[src/rtl/bus_arbiter.sv]
// bus_arbiter: round-robin owner arbitration for a shared AHB-style system bus.
// One owner at a time drives the slave side. Ready and response are routed back
// to the owner only. Ownership ends with one idle GAP cycle. A stall watchdog
// forces an error and release when the slave holds hready low for too long.
module bus_arbiter #(
  parameter  int N_MASTER  = 3,
  parameter  int BUS_WIDTH = 8,
  parameter  int BUS_ADDR  = 24,
  parameter  int TIMEOUT   = 256,
  localparam int OW        = $clog2(N_MASTER)
) (
  input  logic                          clk,
  input  logic                          rst,
  input  logic [N_MASTER-1:0]           m_req,
  output logic [N_MASTER-1:0]           m_ack,
  input  logic [N_MASTER*BUS_ADDR-1:0]  m_haddr,
  input  logic [N_MASTER-1:0]           m_hwrite,
  input  logic [N_MASTER-1:0]           m_hburst,
  input  logic [N_MASTER-1:0]           m_htrans,
  input  logic [N_MASTER*BUS_WIDTH-1:0] m_hwdata,
  output logic [N_MASTER-1:0]           m_hready,
  output logic [N_MASTER-1:0]           m_hresp,
  output logic [BUS_ADDR-1:0]           s_haddr,
  output logic                          s_hwrite,
  output logic                          s_hburst,
  output logic                          s_htrans,
  output logic [BUS_WIDTH-1:0]          s_hwdata,
  input  logic                          s_hready,
  input  logic                          s_hresp,
  output logic [OW-1:0]                 owner,
  output logic                          timeout_err
);

  // A disabled watchdog still keeps a 1-bit counter so no zero-width vector exists.
  localparam int SW = (TIMEOUT > 0) ? $clog2(TIMEOUT + 1) : 1;
  localparam logic [SW-1:0] STALL_LAST = SW'((TIMEOUT > 0) ? TIMEOUT - 1 : 0);
  localparam logic [SW-1:0] STALL_MAX  = '1;
  localparam logic [OW-1:0] LAST_IDX   = OW'(N_MASTER - 1);

  typedef enum logic [1:0] {IDLE, OWN, GAP} state_t;

  state_t               state_q;
  logic [OW-1:0]        owner_q;
  logic [OW-1:0]        rr_q;
  logic [N_MASTER-1:0]  ack_q;
  logic [SW-1:0]        stall_q;
  logic [SW-1:0]        stall_d;

  logic                 own_w;
  logic                 release_w;
  logic                 wd_fire;
  logic                 grant_found;
  logic [OW-1:0]        grant_idx;
  logic [OW-1:0]        rr_next;

  logic [BUS_ADDR-1:0]  addr_arr  [N_MASTER];
  logic [BUS_WIDTH-1:0] wdata_arr [N_MASTER];

  // Unpack the flat per-master buses and route ready/response to the owner bit only.
  generate
    for (genvar gi = 0; gi < N_MASTER; gi++) begin : g_master
      assign addr_arr[gi]  = m_haddr[gi*BUS_ADDR +: BUS_ADDR];
      assign wdata_arr[gi] = m_hwdata[gi*BUS_WIDTH +: BUS_WIDTH];
      assign m_hready[gi]  = ack_q[gi] & s_hready;
      assign m_hresp[gi]   = ack_q[gi] & (s_hresp | wd_fire);
    end
  endgenerate

  assign own_w     = (state_q == OWN);
  assign release_w = own_w & ~m_req[owner_q] & ~m_htrans[owner_q] & s_hready;
  assign wd_fire   = (TIMEOUT != 0) && own_w && !s_hready && (stall_q == STALL_LAST);
  assign rr_next   = (owner_q == LAST_IDX) ? '0 : owner_q + 1'b1;

  // Round-robin search starting at rr_q; walking offsets downward leaves the nearest requester.
  always_comb begin
    int idx;
    logic [OW-1:0] idx_v;
    grant_found = 1'b0;
    grant_idx   = rr_q;
    idx         = 0;
    idx_v       = '0;
    for (int k = N_MASTER - 1; k >= 0; k--) begin
      idx = int'(rr_q) + k;
      if (idx >= N_MASTER) idx = idx - N_MASTER;
      idx_v = OW'(idx);
      if (m_req[idx_v]) begin
        grant_found = 1'b1;
        grant_idx   = idx_v;
      end
    end
  end

  // Ownership state machine: IDLE grants, OWN holds until release or watchdog, GAP idles one cycle.
  always_ff @(posedge clk) begin
    if (rst) begin
      state_q <= IDLE;
      owner_q <= '0;
      rr_q    <= '0;
      ack_q   <= '0;
    end else begin
      case (state_q)
        IDLE: begin
          if (grant_found) begin
            owner_q <= grant_idx;
            ack_q   <= {{(N_MASTER-1){1'b0}}, 1'b1} << grant_idx;
            state_q <= OWN;
          end
        end
        OWN: begin
          if (release_w || wd_fire) begin
            rr_q    <= rr_next;
            ack_q   <= '0;
            state_q <= GAP;
          end
        end
        GAP:     state_q <= IDLE;
        default: state_q <= IDLE;
      endcase
    end
  end

  // Stall counter: counts owned cycles with hready low, saturating so it never wraps.
  always_comb begin
    stall_d = stall_q;
    if (!own_w || s_hready) stall_d = '0;
    else if (stall_q != STALL_MAX) stall_d = stall_q + 1'b1;
  end

  // Stall counter register.
  always_ff @(posedge clk) begin
    if (rst) stall_q <= '0;
    else     stall_q <= stall_d;
  end

  // Slave-side mux: the owner's request signals while owned, all zero otherwise.
  always_comb begin
    s_haddr  = '0;
    s_hwdata = '0;
    s_hwrite = 1'b0;
    s_hburst = 1'b0;
    s_htrans = 1'b0;
    if (own_w) begin
      s_haddr  = addr_arr[owner_q];
      s_hwdata = wdata_arr[owner_q];
      s_hwrite = m_hwrite[owner_q];
      s_hburst = m_hburst[owner_q];
      s_htrans = m_htrans[owner_q];
    end
  end

  assign m_ack       = ack_q;
  assign owner       = owner_q;
  assign timeout_err = wd_fire;

endmodule

[config.mk]
export PLATFORM = sky130hd
export DESIGN_NAME = bus_arbiter
export DESIGN_NICKNAME = d
export VERILOG_FILES = /design/src/rtl/bus_arbiter.sv
export SDC_FILE = /design/constraint.sdc
export NUM_CORES = 1
export LEC_CHECK = 0
export ABC_AREA = 1
export CAP_MARGIN = 30
export CELL_PAD_IN_SITES_DETAIL_PLACEMENT = 1
export CELL_PAD_IN_SITES_GLOBAL_PLACEMENT = 2
export CORE_AREA = 4 4 125 127
export DETAILED_ROUTE_END_ITERATION = 8
export DIE_AREA = 0 0 129 131
export PLACE_DENSITY = 0.89
export SLEW_MARGIN = 0
export SYNTH_ARGS = -nofsm -noshare
export SYNTH_HDL_FRONTEND = slang
export SYNTH_SLANG_ARGS = --single-unit
[constraint.sdc]
create_clock -name clk -period 2.1 [get_ports clk]
set_input_delay 0.42 -clock clk [delete_from_list [all_inputs] [get_ports clk]]
set_output_delay 0.42 -clock clk [all_outputs]
set_load 0.005 [all_outputs]
; ---- After elaboration in Yosys (flattened, before gate mapping)
; Cells that the tools add are included.
[word_totals]
regBits = 18
inputBits = 112
output_inout_bits = 47
[classes]
addsub = 7
magnitude_cmp = 8
eq_ne = 6
shift = 1
n_mux = 41
bitwise_logic = 13
reduce_logical = 13
[ops]
columns = cell, n
row1 = $mux 24, 3
row2 = $bmux 24 s2, 1
row3 = $mux 8, 3
row4 = $mux 2, 9
row5 = $bmux 8 s2, 1
row6 = $bmux 1 s2, 7
row7 = $mux 1, 13
row8 = $lt 2x3->1 const B, 4
row9 = $add 9x1->9 const B, 1
row10 = $and 1x1->1, 9
row11 = $eq 9x8->1 const B, 1
row12 = $ne 9x9->1 const B, 1
row13 = $ge 3x2->1 const B, 2
row14 = $mux 3, 2
row15 = $pmux 3 s2, 1
row16 = $reduce_and 2->1, 3
row17 = $sub 2x2->2 const B, 3
row18 = $pmux 2 s2, 1
row19 = $add 2x1->3 const B, 1
row20 = $add 2x2->3 const B, 1
row21 = $ge 3x3->1 const B, 1
row22 = $not 2->3, 1
row23 = $reduce_and 3->1, 1
row24 = $shl 1x2->3 const A, 1
row25 = 14 further kinds, 18

; ---- Longest topological paths before layout
; Gate-level depths: netlist of run 1.
[logic_depth]
ltp_word = 11
ltp_mapped = 14
ltp_nobuf = 14

; ---- Worst setup path after synthesis of run 1
; Ideal clock, no wire load.
[synth_timing]
path_kind = register -> output
start = register stall_q[1]
end = output m_hresp[0]
t_arrival_ns = 1.685
required_time_ns = 1.680
path_slack_ns = -0.005
stages_incl_launch_ff = 8
path_buffers = 0
path_cell_list = dfxtp_1 ha_1 nand3_1 nor3_1 ha_1 nor3b_1 nor2_1 nor2_1
[synth_between]
elab_chain_len = 4
[synth_rtl]
columns = element, line
row1 = start: declaration, 46  ; logic [SW-1:0] stall_q;
row2 = start signal: assignment, 132  ; else stall_q <= stall_d;
row3 = $eq 9x8->1, 71  ; assign wd_fire = (TIMEOUT != 0) && own_w && !s_hready && (stall_q == STALL_LAST);
row4 = $logic_and 1x1->1, 71
row5 = named net timeout_err, 31  ; output logic timeout_err
row6 = $or 1x1->1, 65  ; assign m_hresp[gi] = ack_q[gi] & (s_hresp | wd_fire);
row7 = $and 1x1->1, 65
row8 = end: declaration, 22  ; output logic [N_MASTER-1:0] m_hresp,
; The timed path passes the listed nets, and every way through them passes these cells.

; ---- Worst setup path in the final report of run 1
[layout_timing]
start = register stall_q[0]
end = output m_hresp[0]
[layout_between]
elab_chain_len = 4
[layout_rtl]
columns = element, line
row1 = $eq 9x8->1, 71
row2 = $logic_and 1x1->1, 71
row3 = $or 1x1->1, 65
row4 = $and 1x1->1, 65
; Every way passes these cells.

==> flow_summary.ini, run 1 <==
[job]
maxCapViolCount = 0

[setup_path]
cp.arrival_ps = 1800
r2r_cells = 11
cp.required_ps = 1680
reg2reg_from = stall_q[0]$_SDFFE_PP0P_
cp_slowest_cell = dfxtp_2
rrSetupSlack_ps = 160
r2r-end = stall_q[7]$_SDFFE_PP0P_
criticalPathCategory = reg -> out
slowest_delay_ps = 350
crit_path_cell_trace = ha_4, nand3_4, nor3_4, ha_2, nor3b_4, buf_6, nor2_4, nor2_1, buf_2
crit_path_end_kind = output pin
start_kind = register
crit_fanout = 3
cp-endpoint = m_hresp[0]
cp-startpoint = stall_q[0]$_SDFFE_PP0P_

[timing]
fin_ws_ps = -117
rsz0062_at_grt = yes
fmax_mhz = 451
max_slew_margin = 0.728
setup_tns_ps = -404
fin_crit_sh = 1.06
finalHoldViolations = 0
finalSetupViolations = 7
whs_ps = 530
min_period_ps = 2220
worst_slew_pin_slew_ps = 405
drv_slew = 0
clock_skew_ps = 2.65

[placement]
pre_cts_slack_ps = -282
placed_cells_incl_taps = 733
port_buffers = 158
place_congestion = 0.785
placed_area_um2 = 4030
dp_hpwl_mm = 8.68

[layout]
post-route-util = 0.314
drive_gt1_frac = 0.227
area_growth_pct = 128
fillCellCount = 1799
fin_cells = 769
multi_input_area_um2 = 1470
fin_area_um2 = 4530
antenna_cells = 0
layout.nets = 704
regArea_um2 = 370

[run_status]
status = complete, but fails checks
violations = setup timing

[floorplan]
die_w_um = 129
core_area_um2 = 14400
num_io_pins = 159
start_util = 0.138
die_area_um2 = 16900
rows = 44
fp.dieH_um = 131

[synth]
synth_largest_area_cell = nand2_1
synth-warning-count = 0
synth_nets = 493
synthTopCellsByArea = nand2_1 (29%), dfxtp_1 (18%), inv_1 (12%)
synth_top_area_share = 0.293
netlist_area_um2 = 1990
yosysUniqueCellTypes = 24
ys_ff_latch = 18
yosysSeqAreaShare = 0.181
avgSynthCellArea_um2 = 5.30
syn_inst = 375

[worst_hold_path]
hold_class = reg -> reg
min_path_cells = 2

[drt]
met2_length_mm = 5.99
wl_met1_mm = 4.84
routed.top_layer = met4
routed_via_density = 4.14
dr.pass1.iters = 6
vias = 3182
drtIter0Drc = 99
wl_mm = 11.8
wl_met3_um = 805
drtAntennaViolNets = 0
drc_errors = 0
detail_route.wl_per_cell_um = 15.3

[clock_network]
htreeDepth = 1
cts_tree = done
clk_path_buf_depth = 2
cts.sink_count = 18
cts_root_buf = clkbuf_16
path_clk_slew_ps = 50
clk_latency_ps = 250
cts-buffers-inserted = 3

[pwr]
vdd_drop_max_v = 0.000451
power_density_nw_per_um2 = 508
power_mw = 2.30
power.leakage_nw = 2.28

[global_route]
grt_max_degree = 35
grt_usage = 0.122
grt_first_pass_wirelength_mm = 16.8
grt_pass1_vias = 3335
grt_overflow = 0
antenna_found_initial = 0
## sequential cells by signal (all words and copies together) (netlist names)
register / cells
rr_q: 2
m_ack: 3
owner: 2
stall_q: 9
state_q: 2
## cell usage in the layout (no fill, tap or decap), types with 3 or more instances in the layout
cell,Yosys,routed
ha_1,6,3
buf_4,0,40
nor3_1,5,4
clkbuf_2,0,20
buf_2,3,10
nand3_1,21,20
nor2_4,2,4
o21ai_0,7,6
nor2_2,0,3
inv_1,65,64
buf_12,0,7
clkbuf_16,0,5
a22oi_1,30,15
dfxtp_1,18,14
clkdlybuf4s15_1,0,3
clkdlybuf4s50_1,0,118
nor2_1,28,23
dlymetal6s2s_1,0,4
a21oi_1,14,14
buf_6,1,11
a22oi_2,0,15
nand2_1,155,154
## worst max-delay path: cells and delay by family (launching register included)
kind | cells | cell delay, ps
DFF | 1 | 350
adders and majority gates | 2 | 360
buffers and inverters | 2 | 250
and+or+nand+nor | 5 | 570
## cell usage after synthesis, drive strengths merged
| cell | instances |
|---|---|
| a211oi | 2 |
| a21oi | 15 |
| a22oi | 30 |
| a31oi | 1 |
| and2 | 1 |
| buf | 6 |
| clkbuf | 8 |
| clkinv | 1 |
| dfxtp | 18 |
| ha | 6 |
| inv | 66 |
| nand2 | 155 |
| nand3 | 21 |
| nand4 | 1 |
| nor2 | 30 |
| nor3 | 5 |
| nor3b | 1 |
| o21a | 1 |
| o21ai | 7 |
## layer usage
| layer | vias up | GRT usage |
|---|---|---|
| li1 | 1595 | - |
| met1 | 1452 | 0.146 |
| met2 | 121 | 0.233 |
| met3 | 14 | 0.0207 |
| met4 | 0 | 0.0185 |
| met5 | - | 0 |
## cell type report
cell class,instances,share of cell area
well taps,184,0.0509
clock buffers,4,0.0196
multi-input cells,276,0.325
inverters,67,0.0556
repair buffers,220,0.467
flip-flops and latches,18,0.0818
## where the power goes
part / total [mW] / switching, mW / internal [mW] / leakage (nW)
registers: 0.390 / 0.0237 / 0.367 / 0.149
clock network: 0.420 / 0.130 / 0.290 / 0.0442
logic: 1.49 / 0.678 / 0.812 / 2.09
## what timing repair did
| action | 4_1_cts | 5_1_grt |
|---|---|---|
| gates cloned | 2 | 3 |
| pin swaps | 8 | 24 |
| hold endpoints to repair | 0 | 0 |
| setup endpoints to repair | 40 | 40 |
| setup buffers | 14 | 17 |
| hold buffers | 0 | 0 |
| resized for setup | 84 | 91 |
## how the worst min path moves through the flow
stage,from,slack [ps],endpoint
floorplan,stall_q[7]$_SDFFE_PP0P_,440,stall_q[7]$_SDFFE_PP0P_
global placement,stall_q[7]$_SDFFE_PP0P_,460,stall_q[7]$_SDFFE_PP0P_
detailed placement,stall_q[7]$_SDFFE_PP0P_,470,stall_q[7]$_SDFFE_PP0P_
CTS,stall_q[7]$_SDFFE_PP0P_,520,stall_q[7]$_SDFFE_PP0P_
global route,m_ack[2]$_SDFFE_PP0P_,580,m_ack[2]$_SDFFE_PP0P_
finish,stall_q[7]$_SDFFE_PP0P_,530,stall_q[7]$_SDFFE_PP0P_
## cell families (layout without fill, tap and decap cells)
kind of cell / count (synthesis) / count (layout) / share of synthesized area
and+or+nand+nor: 214 / 214 / 0.433
buffers and inverters: 81 / 291 / 0.159
adders and majority gates: 6 / 6 / 0.0378
DFF: 18 / 18 / 0.181
AOI/OAI and AO/OA: 56 / 56 / 0.189
No activity file was read; power rests on OpenSTA's default activity.
==> inputs of run 2 (changes only) <==
--- a/config.mk
+++ b/config.mk
@@ -10,9 +10,11 @@
 export CELL_PAD_IN_SITES_DETAIL_PLACEMENT = 1
 export CELL_PAD_IN_SITES_GLOBAL_PLACEMENT = 2
 export CORE_AREA = 4 4 125 127
+export CTS_CLUSTER_DIAMETER = 120
 export DETAILED_ROUTE_END_ITERATION = 8
 export DIE_AREA = 0 0 129 131
 export PLACE_DENSITY = 0.89
+export SKIP_CTS_REPAIR_TIMING = 1
 export SLEW_MARGIN = 0
 export SYNTH_ARGS = -nofsm -noshare
 export SYNTH_HDL_FRONTEND = slang
==> flow_summary.ini, run 2 (same netlist as run 1, synthesis figures left out) <==
[layout]
fillCellCount = 1784
top_register = stall_q
layout_commonest_cell = nand2_1
fin_area_um2 = 4640
mostFrequentLayoutCells = nand2_1 (154), clkdlybuf4s50_1 (118), inv_1 (65)
area_growth_pct = 134
layout.nets = 695
largest_register_ff_count = 9
drive_gt1_frac = 0.189
antenna_cells = 0

[pwr]
power.leakage_nw = 2.60
vdd_drop_max_v = 0.000461
power_density_nw_per_um2 = 505

[placement]
port_buffers = 158
place_congestion = 0.785
placed_area_um2 = 4030
dp_hpwl_mm = 8.68

[setup_path]
crit_path_cell_trace = buf_6, nor2_4, buf_12, buf_12, clkbuf_16, buf_4, a22oi_2, nand2_1, nand2_1, inv_1, dlymetal6s2s_1
cp.required_ps = 1680
cp.buffers_inverters = 7
cp_slowest_cell = dfxtp_2
slowest_delay_ps = 360
start_kind = register
cp_top_family = buffers and inverters
cp.arrival_ps = 1790
criticalPathCategory = reg -> out
crit_fanout = 10
crit_path_end_kind = output pin

[floorplan]
core_area_um2 = 14400
num_io_pins = 159
rows = 44
start_util = 0.138
die_w_um = 129
fp.dieH_um = 131
die_area_um2 = 16900

[drt]
wl_mm = 11.4
drtIter0Drc = 94
drc_errors = 0
detail_route.wl_per_cell_um = 15.0
drtAntennaViolNets = 0
routed.top_layer = met4
wl_met1_mm = 4.69
wl_met3_um = 750
met2_length_mm = 5.86
vias = 3166
routed_via_density = 4.17
dr.pass1.iters = 4

[clock_network]
htreeDepth = 1
cts_root_buf = clkbuf_16
clk_latency_ps = 250
cts_tree = done
cts.sink_count = 18
cts-buffers-inserted = 3
clk_path_buf_depth = 2
path_clk_slew_ps = 50

[job]
maxCapViolCount = 0

[timing]
finalHoldViolations = 0
min_period_ps = 2210
whs_ps = 539
fin_ws_ps = -112
finalSetupViolations = 10
worst_slew_pin_slew_ps = 411
max_slew_margin = 0.724
drv_slew = 0
rsz0062_at_grt = yes
fmax_mhz = 452
clock_skew_ps = 1.68
fin_crit_sh = 1.05

[global_route]
grt_overflow = 0
grt_first_pass_wirelength_mm = 15.8
grt_pass1_vias = 3199
grt_max_degree = 35
grt_usage = 0.114
antenna_found_initial = 0

[run_status]
status = complete, but fails checks
violations = setup timing

[worst_hold_path]
hold_class = reg -> reg
[run 2: changes by cell type in the layout (fill, tap and decap cells not counted), moves of 3 or more]
cell | previous run | this run
dlymetal6s2s_1 | 4 | 29
buf_6 | 11 | 5
buf_4 | 40 | 36
a22oi_2 | 15 | 24
buf_2 | 10 | 4
clkdlybuf4s15_1 | 3 | 0
a22oi_1 | 15 | 6
nor2_1 | 23 | 26
clkbuf_2 | 20 | 6
[run 2: routing by layer]
layer | GRT usage | vias to the layer above
li1 | - | 1575
met1 | 0.141 | 1459
met2 | 0.213 | 120
met3 | 0.0191 | 12
met4 | 0.0154 | 0
met5 | 0 | -
[run 2: worst register-to-register path, cell delays in order, from the launching register on]
cell and delay [ps]:
dfxtp_2 330, ha_4 170, nand3_4 80, nor3_4 50, ha_1 250, nor2_1 210
nand3_1 170, nor2_1 170, nand3_1 130, o21ai_0 200, a21oi_1 60
[run 2: area by class of cell]
class                      instances  area [um2]  share of cell area
multi-input combinational        276        1510               0.324
sequential                        18         368              0.0792
clock buffer                       4        88.8              0.0191
tap                              184         230              0.0496
inverter                          67         251              0.0541
timing repair buffer             211        2200               0.474
[run 2: per-stage QoR]
step / setup TNS, ps / power (mW) / instances / utilization / setup WS [ps]
global route: -2500 / 2.54 / 760 / 0.322 / -193
CTS: -13050 / 2.12 / 737 / 0.285 / -569
finish: -694 / 2.35 / 760 / 0.322 / -112
detailed placement: -2810 / 1.69 / 733 / 0.279 / -282
global placement: -1000 / 1.66 / 733 / 0.279 / -192
floorplan: 0 / 0.928 / 375 / - / 199
[run 2: path summary, 6_finish.rpt]
path	from	endpoint	depth (start not counted)	slack, ps
worst min-delay path	m_ack[2]$_SDFFE_PP0P_	m_ack[2]$_SDFFE_PP0P_	2	540
worst min register to register	m_ack[2]$_SDFFE_PP0P_	m_ack[2]$_SDFFE_PP0P_	2	540
worst max-delay path	owner[1]$_SDFFE_PP0P_	s_haddr[10]	11	-110
worst max register to register	stall_q[1]$_SDFFE_PP0P_	stall_q[7]$_SDFFE_PP0P_	10	160
[run 2: power breakdown]
group          leakage [nW]  switching, mW  internal (mW)
Sequential            0.148         0.0235          0.366
Combinational          2.41          0.674          0.859
Clock                0.0442          0.135          0.290
Total                  2.60          0.832           1.51
==> inputs of run 3 (changes only) <==
--- a/config.mk
+++ b/config.mk
@@ -14,8 +14,7 @@
 export DETAILED_ROUTE_END_ITERATION = 8
 export DIE_AREA = 0 0 129 131
 export PLACE_DENSITY = 0.89
-export SKIP_CTS_REPAIR_TIMING = 1
-export SLEW_MARGIN = 0
+export SKIP_LAST_GASP = 1
 export SYNTH_ARGS = -nofsm -noshare
 export SYNTH_HDL_FRONTEND = slang
 export SYNTH_SLANG_ARGS = --single-unit
==> flow_summary.ini, run 3 (same netlist as run 1, synthesis figures left out) <==
[setup_path]
start_kind = register
criticalPathCategory = reg -> out
rrSetupSlack_ps = 120
slowest_delay_ps = 350
cp_slowest_cell = dfxtp_2
cp-startpoint = stall_q[1]$_SDFFE_PP0P_
crit_path_cell_trace = ha_4, nand3_4, nor3_4, ha_2, nor3b_4, buf_4, nor2_1, nor2_1, buf_2
cp_top_family = simple AND/OR/NAND/NOR gates
cp.arrival_ps = 1770
crit_path_end_kind = output pin
cp.buffers_inverters = 2
crit_fanout = 3
cp.required_ps = 1680
worst_path_most_repeated_cell = nor2_1
reg2reg_from = stall_q[1]$_SDFFE_PP0P_

[floorplan]
die_w_um = 129
num_io_pins = 159
start_util = 0.138
die_area_um2 = 16900
core_area_um2 = 14400
fp.dieH_um = 131
rows = 44

[timing]
drv_slew = 0
rsz0062_at_grt = yes
fin_ws_ps = -91.6
max_slew_margin = 0.722
finalSetupViolations = 7
min_period_ps = 2190
worst_slew_pin_slew_ps = 414
finalHoldViolations = 0
clock_skew_ps = 1.37
fin_crit_sh = 1.04
whs_ps = 530
fmax_mhz = 456

[clock_network]
htreeDepth = 1
cts_root_buf = clkbuf_16
cts.sink_count = 18
path_clk_slew_ps = 50
clk_latency_ps = 250
clk_path_buf_depth = 2
cts_tree = done
ctsHoldBuffers = 0
cts-buffers-inserted = 3

[placement]
dp_hpwl_mm = 8.68
port_buffers = 158
place_congestion = 0.785
pre_cts_slack_ps = -282

[layout]
top_register = stall_q
area_growth_pct = 129
drive_gt1_frac = 0.225
mostFrequentLayoutCells = nand2_1 (153), clkdlybuf4s50_1 (118), inv_1 (63)
layout.nets = 701
layout_commonest_cell = nand2_1
antenna_cells = 0
largest_register_ff_count = 9

[global_route]
antenna_found_initial = 0
grt_usage = 0.122
grt_max_degree = 35
grt_pass1_vias = 3336
grt_overflow = 0
grt_first_pass_wirelength_mm = 16.8

[pwr]
power_mw = 2.33
power_density_nw_per_um2 = 511
power.leakage_nw = 2.31
vdd_drop_max_v = 0.000451

[drt]
wl_mm = 11.7
drtAntennaViolNets = 0
vias = 3177
dr.pass1.iters = 4
routed_via_density = 4.15
detail_route.wl_per_cell_um = 15.3
drc_errors = 0
drtIter0Drc = 83

[run_status]
violations = setup timing
status = complete, but fails checks

[worst_hold_path]
hold_class = reg -> reg
hold_start = stall_q[7]$_SDFFE_PP0P_

[job]
maxCapViolCount = 0
-- run 3: final timing paths --
path | to | depth (start not counted)
hold reg to reg | stall_q[7]$_SDFFE_PP0P_ | 2
hold / removal | stall_q[7]$_SDFFE_PP0P_ | 2
setup reg to reg | stall_q[7]$_SDFFE_PP0P_ | 11
setup / recovery | m_hresp[2] | 9
-- run 3: what timing repair did --
item / 4_1_cts / 5_1_grt
endpoints found under the hold margin: 0 / 0
gates resized for setup: 75 / 88
setup endpoints to repair: 40 / 43
pin swaps: 8 / 26
cloned: 2 / 3
buffers inserted: 14 / 13
-- run 3: layer usage --
metal / wire (um) / part of all wire / global-route usage
met1: 4840 / 0.41 / 0.146
met2: 5910 / 0.50 / 0.233
met3: 791 / 0.068 / 0.0207
met5: 0 / 0 / 0
met4: 161 / 0.014 / 0.0185
-- run 3: where the power goes --
part           internal [mW]  switching [mW]
sequential             0.366          0.0226
combinational          0.832           0.685
clock                  0.290           0.130
-- run 3: cell type report --
type,instances,area (um2)
timing repair buffer,217,2120
multi-input combinational,276,1490
clock buffer,4,88.8
inverter,67,251
fill,1799,9870
sequential,18,370
tap,184,230
-- run 3: stage by stage --
| stage | utilization | std cells | cell area (um2) | setup TNS [ps] |
|---|---|---|---|---|
| final | 0.315 | 766 | 4550 | -357 |
| after global routing | 0.315 | 766 | 4550 | -1410 |
| after CTS | 0.301 | 753 | 4350 | -2970 |
| after detailed placement | 0.279 | 733 | 4030 | -2810 |
| after global placement | 0.279 | 733 | 4030 | -1000 |
| after floorplan | - | 375 | 1990 | 0 |
-- run 3: tightest hold or removal path: cells and delay by family (launching register included) --
| family | cells | cell delay [ps] |
|---|---|---|
| compound gates | 1 | 60 |
| buf+inv | 1 | 80 |
| flops | 1 | 350 |
